File: src/rtl/vc_fifo_bank_if.sv
// Shared write/read port, thresholds and per-channel status of the VC FIFO bank.
// The classifier/arbiter side drives "master"; the bank itself uses "slave".
interface vc_fifo_bank_if #(
    parameter int BW  = 6,
    parameter int AW  = 2,
    parameter int NCH = 4,
    parameter int CW  = 2
);
    logic           wr;
    logic [CW-1:0]  wr_ch;
    logic [BW-1:0]  data_in;
    logic           rd;
    logic [CW-1:0]  rd_ch;
    logic [AW:0]    umbral_bajo;
    logic [AW:0]    umbral_alto;
    logic [BW-1:0]  data_out;
    logic           valid_out;
    logic [NCH-1:0] full;
    logic [NCH-1:0] empty;
    logic [NCH-1:0] almost_full;
    logic [NCH-1:0] almost_empty;
    logic           error_output;
    logic [CW-1:0]  err_ch;

    modport master (
        output wr, wr_ch, data_in, rd, rd_ch, umbral_bajo, umbral_alto,
        input  data_out, valid_out, full, empty, almost_full, almost_empty,
               error_output, err_ch
    );

    modport slave (
        input  wr, wr_ch, data_in, rd, rd_ch, umbral_bajo, umbral_alto,
        output data_out, valid_out, full, empty, almost_full, almost_empty,
               error_output, err_ch
    );
endinterface

File: src/rtl/vc_fifo_bank.sv
// NCH independent circular FIFOs sharing one storage bank, addressed {channel, ptr},
// with per-channel flags against shared thresholds and a sticky first-error capture.
module vc_fifo_bank #(
    parameter int BW  = 6,
    parameter int AW  = 2,
    parameter int NCH = 4,
    parameter int CW  = 2
) (
    input logic          clk,
    input logic          reset_L,
    vc_fifo_bank_if.slave bus
);
    localparam int             DEPTH   = 1 << AW;
    localparam logic [AW:0]    DEPTH_W = {1'b1, {AW{1'b0}}};
    localparam logic [CW:0]    NCH_W   = (CW+1)'(NCH);
    localparam logic [AW-1:0]  PTR_ONE = AW'(1);
    localparam logic [AW:0]    CNT_ONE = (AW+1)'(1);

    logic [BW-1:0]  mem_r [NCH*DEPTH];
    logic [AW-1:0]  wr_ptr_r [NCH];
    logic [AW-1:0]  rd_ptr_r [NCH];
    logic [AW:0]    count_r [NCH];
    logic [BW-1:0]  data_out_r;
    logic           valid_out_r;
    logic           err_r;
    logic [CW-1:0]  err_ch_r;

    logic           wr_ch_ok_s, rd_ch_ok_s, wr_ok_s, rd_ok_s, wr_err_s, rd_err_s;
    logic [AW:0]    wr_cnt_s, rd_cnt_s;
    logic [AW-1:0]  wr_ptr_s, rd_ptr_s;
    logic [NCH-1:0] inc_s, dec_s;
    logic [NCH-1:0] full_s, empty_s, almost_full_s, almost_empty_s;

    // Accept/reject decision for the shared write and read ports.
    always_comb begin
        wr_ch_ok_s = ({1'b0, bus.wr_ch} < NCH_W);
        rd_ch_ok_s = ({1'b0, bus.rd_ch} < NCH_W);
        if (wr_ch_ok_s) begin
            wr_cnt_s = count_r[bus.wr_ch];
            wr_ptr_s = wr_ptr_r[bus.wr_ch];
        end else begin
            wr_cnt_s = '0;
            wr_ptr_s = '0;
        end
        if (rd_ch_ok_s) begin
            rd_cnt_s = count_r[bus.rd_ch];
            rd_ptr_s = rd_ptr_r[bus.rd_ch];
        end else begin
            rd_cnt_s = '0;
            rd_ptr_s = '0;
        end
        rd_ok_s  = bus.rd && rd_ch_ok_s && (rd_cnt_s != '0);
        // A full channel still takes a write when the same channel frees a slot this cycle.
        wr_ok_s  = bus.wr && wr_ch_ok_s &&
                   ((wr_cnt_s != DEPTH_W) || (rd_ok_s && (bus.rd_ch == bus.wr_ch)));
        wr_err_s = bus.wr && !wr_ok_s;
        rd_err_s = bus.rd && !rd_ok_s;
    end

    // Per-channel increment/decrement strobes and status flags.
    always_comb begin
        for (int i = 0; i < NCH; i++) begin
            inc_s[i]          = wr_ok_s && (bus.wr_ch == CW'(i));
            dec_s[i]          = rd_ok_s && (bus.rd_ch == CW'(i));
            full_s[i]         = (count_r[i] == DEPTH_W);
            empty_s[i]        = (count_r[i] == '0);
            almost_full_s[i]  = (count_r[i] >= bus.umbral_alto);
            almost_empty_s[i] = (count_r[i] <= bus.umbral_bajo);
        end
    end

    // Pointer and occupancy state for every channel.
    always_ff @(posedge clk or negedge reset_L) begin
        if (!reset_L) begin
            for (int i = 0; i < NCH; i++) begin
                wr_ptr_r[i] <= '0;
                rd_ptr_r[i] <= '0;
                count_r[i]  <= '0;
            end
        end else begin
            for (int i = 0; i < NCH; i++) begin
                if (inc_s[i]) wr_ptr_r[i] <= wr_ptr_r[i] + PTR_ONE;
                else          wr_ptr_r[i] <= wr_ptr_r[i];
                if (dec_s[i]) rd_ptr_r[i] <= rd_ptr_r[i] + PTR_ONE;
                else          rd_ptr_r[i] <= rd_ptr_r[i];
                case ({inc_s[i], dec_s[i]})
                    2'b10:   count_r[i] <= count_r[i] + CNT_ONE;
                    2'b01:   count_r[i] <= count_r[i] - CNT_ONE;
                    default: count_r[i] <= count_r[i];
                endcase
            end
        end
    end

    // Storage bank; deliberately not reset.
    always_ff @(posedge clk) begin
        if (wr_ok_s) mem_r[{bus.wr_ch, wr_ptr_s}] <= bus.data_in;
    end

    // Registered read data and first-error capture (write channel wins on a double failure).
    always_ff @(posedge clk or negedge reset_L) begin
        if (!reset_L) begin
            data_out_r  <= '0;
            valid_out_r <= 1'b0;
            err_r       <= 1'b0;
            err_ch_r    <= '0;
        end else begin
            valid_out_r <= rd_ok_s;
            if (rd_ok_s) data_out_r <= mem_r[{bus.rd_ch, rd_ptr_s}];
            if (!err_r && (wr_err_s || rd_err_s)) begin
                err_r    <= 1'b1;
                err_ch_r <= wr_err_s ? bus.wr_ch : bus.rd_ch;
            end
        end
    end

    assign bus.data_out     = data_out_r;
    assign bus.valid_out    = valid_out_r;
    assign bus.error_output = err_r;
    assign bus.err_ch       = err_ch_r;
    assign bus.full         = full_s;
    assign bus.empty        = empty_s;
    assign bus.almost_full  = almost_full_s;
    assign bus.almost_empty = almost_empty_s;
endmodule

File: src/flat_wrapper.sv
// flat-port wrapper written by rule: the top's interface ports become plain ports
module vc_fifo_bank_flat 
#(
    parameter int BW  = 6,
    parameter int AW  = 2,
    parameter int NCH = 4,
    parameter int CW  = 2
)
  (clk, reset_L, bus_wr, bus_wr_ch, bus_data_in, bus_rd, bus_rd_ch, bus_umbral_bajo, bus_umbral_alto, bus_data_out, bus_valid_out, bus_full, bus_empty, bus_almost_full, bus_almost_empty, bus_error_output, bus_err_ch);
  vc_fifo_bank_if #(.BW(BW), .AW(AW), .NCH(NCH), .CW(CW)) bus_i ();
  input logic clk;
  input logic reset_L;
  input wire logic [$bits(bus_i.wr)-1:0] bus_wr;
  input wire logic [$bits(bus_i.wr_ch)-1:0] bus_wr_ch;
  input wire logic [$bits(bus_i.data_in)-1:0] bus_data_in;
  input wire logic [$bits(bus_i.rd)-1:0] bus_rd;
  input wire logic [$bits(bus_i.rd_ch)-1:0] bus_rd_ch;
  input wire logic [$bits(bus_i.umbral_bajo)-1:0] bus_umbral_bajo;
  input wire logic [$bits(bus_i.umbral_alto)-1:0] bus_umbral_alto;
  output wire logic [$bits(bus_i.data_out)-1:0] bus_data_out;
  output wire logic [$bits(bus_i.valid_out)-1:0] bus_valid_out;
  output wire logic [$bits(bus_i.full)-1:0] bus_full;
  output wire logic [$bits(bus_i.empty)-1:0] bus_empty;
  output wire logic [$bits(bus_i.almost_full)-1:0] bus_almost_full;
  output wire logic [$bits(bus_i.almost_empty)-1:0] bus_almost_empty;
  output wire logic [$bits(bus_i.error_output)-1:0] bus_error_output;
  output wire logic [$bits(bus_i.err_ch)-1:0] bus_err_ch;
  assign bus_i.wr = bus_wr;
  assign bus_i.wr_ch = bus_wr_ch;
  assign bus_i.data_in = bus_data_in;
  assign bus_i.rd = bus_rd;
  assign bus_i.rd_ch = bus_rd_ch;
  assign bus_i.umbral_bajo = bus_umbral_bajo;
  assign bus_i.umbral_alto = bus_umbral_alto;
  assign bus_data_out = bus_i.data_out;
  assign bus_valid_out = bus_i.valid_out;
  assign bus_full = bus_i.full;
  assign bus_empty = bus_i.empty;
  assign bus_almost_full = bus_i.almost_full;
  assign bus_almost_empty = bus_i.almost_empty;
  assign bus_error_output = bus_i.error_output;
  assign bus_err_ch = bus_i.err_ch;
  vc_fifo_bank #(.BW(BW), .AW(AW), .NCH(NCH), .CW(CW)) u_core (.clk(clk), .reset_L(reset_L), .bus(bus_i));
endmodule
File: config.mk
export PLATFORM = sky130hd
export DESIGN_NAME = vc_fifo_bank_flat
export DESIGN_NICKNAME = d
export VERILOG_FILES = /design/src/rtl/vc_fifo_bank_if.sv /design/src/rtl/vc_fifo_bank.sv /design/src/flat_wrapper.sv
export SDC_FILE = /design/constraint.sdc
export NUM_CORES = 1
export LEC_CHECK = 0
export ABC_AREA = 1
export ABC_CLOCK_PERIOD_IN_PS = 3270
export CAP_MARGIN = 10
export CORE_MARGIN = 4
export CORE_UTILIZATION = 55
export CTS_CLUSTER_SIZE = 14
export DETAILED_ROUTE_END_ITERATION = 16
export PLACE_DENSITY = 0.8
export SLEW_MARGIN = 5
export SYNTH_ARGS = -nofsm -noshare
export SYNTH_HDL_FRONTEND = slang
export SYNTH_SLANG_ARGS = --single-unit
File: constraint.sdc
create_clock -name clk -period 3.27 [get_ports clk]
set_input_delay 0.654 -clock clk [delete_from_list [all_inputs] [get_ports clk]]
set_output_delay 0.654 -clock clk [all_outputs]
set_load 0.01 [all_outputs]
==> summary.md <==
| Metric | Value |
|---|---|
| Non-Filler Instances | 974 |
| Cell variety after synth | 36 |
| Dpl hpwl | 10.89 mm |
| Final period util | 94.23% |
| Total global-route track usage | 22.88% |
| Tmin final | 3081 ps |
| Crit path from | bus_umbral_bajo[2] |
| Root Driver | clkbuf_16 |
| Final wirelength | 15.59 mm |
| Number of synthesized register bits | 134 |
| Top-Level Pins | 46 |
| Power per cell area | 774.0 nW/um^2 |
| GRT Max-Usage Layer | met2 |
| Cell Rows | 40 |
| Clock latency on the worst-skew pair | 420 ps |
| Hold Path Class | input pin to asynchronous set/reset pin |
| Final instance area | 8300 sq um |
| Crit path required time | 2620 ps |
| Final GP Congestion | 0.9146 |
| Worst Max-Slew Pin Slew | 876.7 ps |
| Synthesized net count | 762 |
| H-tree depth | 4 |
| Adder-cell share of the synthesized area | 6.279% |
| Clock Pin Slew Worst Setup and Hold Paths | 60 ps |
| Setup violations, final | 0 |
| Final Skew | 6.223 ps |
| Register area share after synthesis | 55.92% |
| Initial antenna violation count | 0 |
| CTS hold repair buffers | 0 |
| Largest net degree at the start of global routing | 55 |
| Total Nets Final | 845 |
| Final hold violations | 0 |
| RSZ-0062 raised after global routing | false |
| Global Route met3 Usage | 4.241% |
| Met1 Use GR | 28.97% |
| Status | finished, final reports clean |
| XOR/XNOR Fraction of Synth Area | 2.300% |
| Met2 Resource Use GR | 38.88% |
| Post-CTS setup buffer count | 0 |
| Lkg Pwr | 3.631 nW |
| First-pass GRT wire length | 25.23 mm |
| Vias/cell | 5.326 |
| Max-Cap Viols | 0 |
| Worst path cell trace | clkdlybuf4s50_1 > inv_1 > ha_1 > a21oi_1 > o21ai_0 > nand2_1 > clkdlybuf4s50_1 |
| Worst R2R Start | u_core.count_r[10]$_DFFE_PN0P_ |
| Max VDD drop | 0.0004722 V |
| Most frequent cell on the critical path | clkdlybuf4s50_1 |
| Worst path depth | 7 |
| Worst setup margin | 188.8 ps |
| CTS sink count | 134 |
| Antenna-violating nets left | 0 |
| CP peak stage delay | 540 ps |
| Netlist Area Pre-Place | 6855 sq um |
| Clock Path Buffers | 2 |
| CTS resizes | 0 |
| Starting Density | 56.60% |
| DRT Pass-1 Iters | 5 |
| Post-synthesis compound-gate area fraction | 4.034% |
| CP bufs+invs | 3 |
| Dominant combinational cell family by area after synthesis | simple AND/OR/NAND/NOR gates |
| Mux contribution to synthesized area | 0% |
| Dpl cells | 942 |
| Kind of critical path | input pin to output port |
| Drt drc | 0 |
| DRT iter0 DRCs | 419 |
| CP Launch Type | input pin |
| Ant. Diodes | 0 |
| DP Area | 7711 sq um |
| Total power draw | 6.424 mW |
| Slowest stage cell, crit path | clkdlybuf4s50_1 |
| Die area | 14,310 sq um |
| Critical Path AT | 2430 ps |
| Crit-path max FO | 4 |
| Die extent in y | 119.6 microns |
| Worst r2r path cells | 13 |
| Ys Warns | 0 |
| Worst-case hold slack | 348.0 ps |
| Synth Area per Inst | 9.655 sq um |
| CP top delay family | buffers and inverters |
| Routed len/inst | 16.01 microns |
| Crit path capture type | output port |
| Gate Count Post-Synth | 710 |
| Area grow syn2layout | 21.08% |
| Layout cells sized above 1 | 12.03% |
| Routed via count | 5,188 |
| Slew headroom | 41.55% |
| Core area | 12,110 sq um |
| CTS buffer count | 17 |
| DP Worst Slack | -57.73 ps |
| Post-synthesis simple-gate area fraction | 24.55% |
| Gr ovfl total | 0 |
| Slew Limit Fails | 0 |
| Vias in the first global route | 5,079 |
| TritonCTS clock tree | done |
| Fmax | 324.6 MHz |
| Die width | 119.6 microns |
| I/O Buffers | 45 |
[routing by layer]
layer  vias to the layer above  wire (microns)
met2                       195            7836
li1                       2518               -
met5                         -               0
met1                      2436            6524
met3                        39             822
met4                         0             410
[cell type report]
type	instances	area, sq um
Fill cell	907	3811
Timing Repair Buffer	85	770.7
Tap cell	168	210.2
Multi-Input combinational cell	463	2547
Inverter	92	349.1
Clock buffer	19	432.9
Clock inverter	13	156.4
Sequential cell	134	3834
[Yosys cell counts (all sizes together)]
cell type	n	area share, %
xnor2	5	0.64
clkinv	1	0.073
fa	4	1.2
clkbuf	6	0.33
nand3b	24	2.6
buf	15	1.5
dfrtp	38	14
a21boi	1	0.27
nor4	1	0.091
nand4	4	0.46
a21oi	15	1.1
xor2	13	1.7
inv	91	5.0
nand2	180	10
o211ai	4	0.44
o21ai	29	2.2
ha	28	5.1
nor2	62	4.0
nor3	4	0.36
nand3	89	6.7
edfxtp	96	42
[report_power, final]
group,internal [mW],switching (mW)
Combinational,0.929,1.33
Clock,1.19,0.701
Sequential,2.08,0.186
Total,4.21,2.22
[cell usage in the layout (no fill, tap or decap), types with 4 or more instances in the layout]
| master | n |
|---|---|
| nand2_1 | 174 |
| edfxtp_1 | 96 |
| nand3_1 | 88 |
| inv_1 | 82 |
| nor2_1 | 56 |
| clkdlybuf4s50_1 | 44 |
| buf_4 | 38 |
| dfrtp_1 | 38 |
| ha_1 | 28 |
| nand3b_1 | 24 |
| o21ai_0 | 18 |
| clkbuf_16 | 17 |
| a21oi_1 | 15 |
| xor2_1 | 13 |
| o21ai_1 | 9 |
| inv_2 | 8 |
| xnor2_1 | 5 |
| o211ai_1 | 4 |
| fa_1 | 4 |
[per-stage QoR]
stage	util (%)	TNS, ps
after floorplan	-	0
after global placement	63.67	-240.8
after detailed placement	63.67	-345.4
after CTS	68.53	0
after global routing	68.53	0
final	68.53	0
[path summary, 6_finish.rpt]
path	slack, ps	to
worst min register to register	470	u_core.wr_ptr_r[4]$_DFFE_PN0P_
min in group clk	470	u_core.wr_ptr_r[4]$_DFFE_PN0P_
worst max-delay path	190	bus_almost_empty[3]
max in group asynchronous	2360	u_core.bus.data_out[0]$_DFFE_PN0P_
worst min-delay path	350	u_core.wr_ptr_r[4]$_DFFE_PN0P_
worst max register to register	500	u_core.count_r[2]$_DFFE_PN0P_
[cells by family after synthesis]
family	Yosys count
compound gates	49
xor+xnor	18
fa+ha+maj	32
buf+inv	113
flops	134
simple gates	364
[state kept, by name, indices dropped and copies added (netlist names)]
| signal | count |
|---|---|
| u_core.bus.error_output | 1 |
| u_core.bus.valid_out | 1 |
| u_core.bus.data_out | 6 |
| u_core.count_r | 12 |
| u_core.wr_ptr_r | 8 |
| u_core.rd_ptr_r | 8 |
| u_core.mem_r | 96 |
| u_core.bus.err_ch | 2 |
No activity file was read; power rests on OpenSTA's default activity.
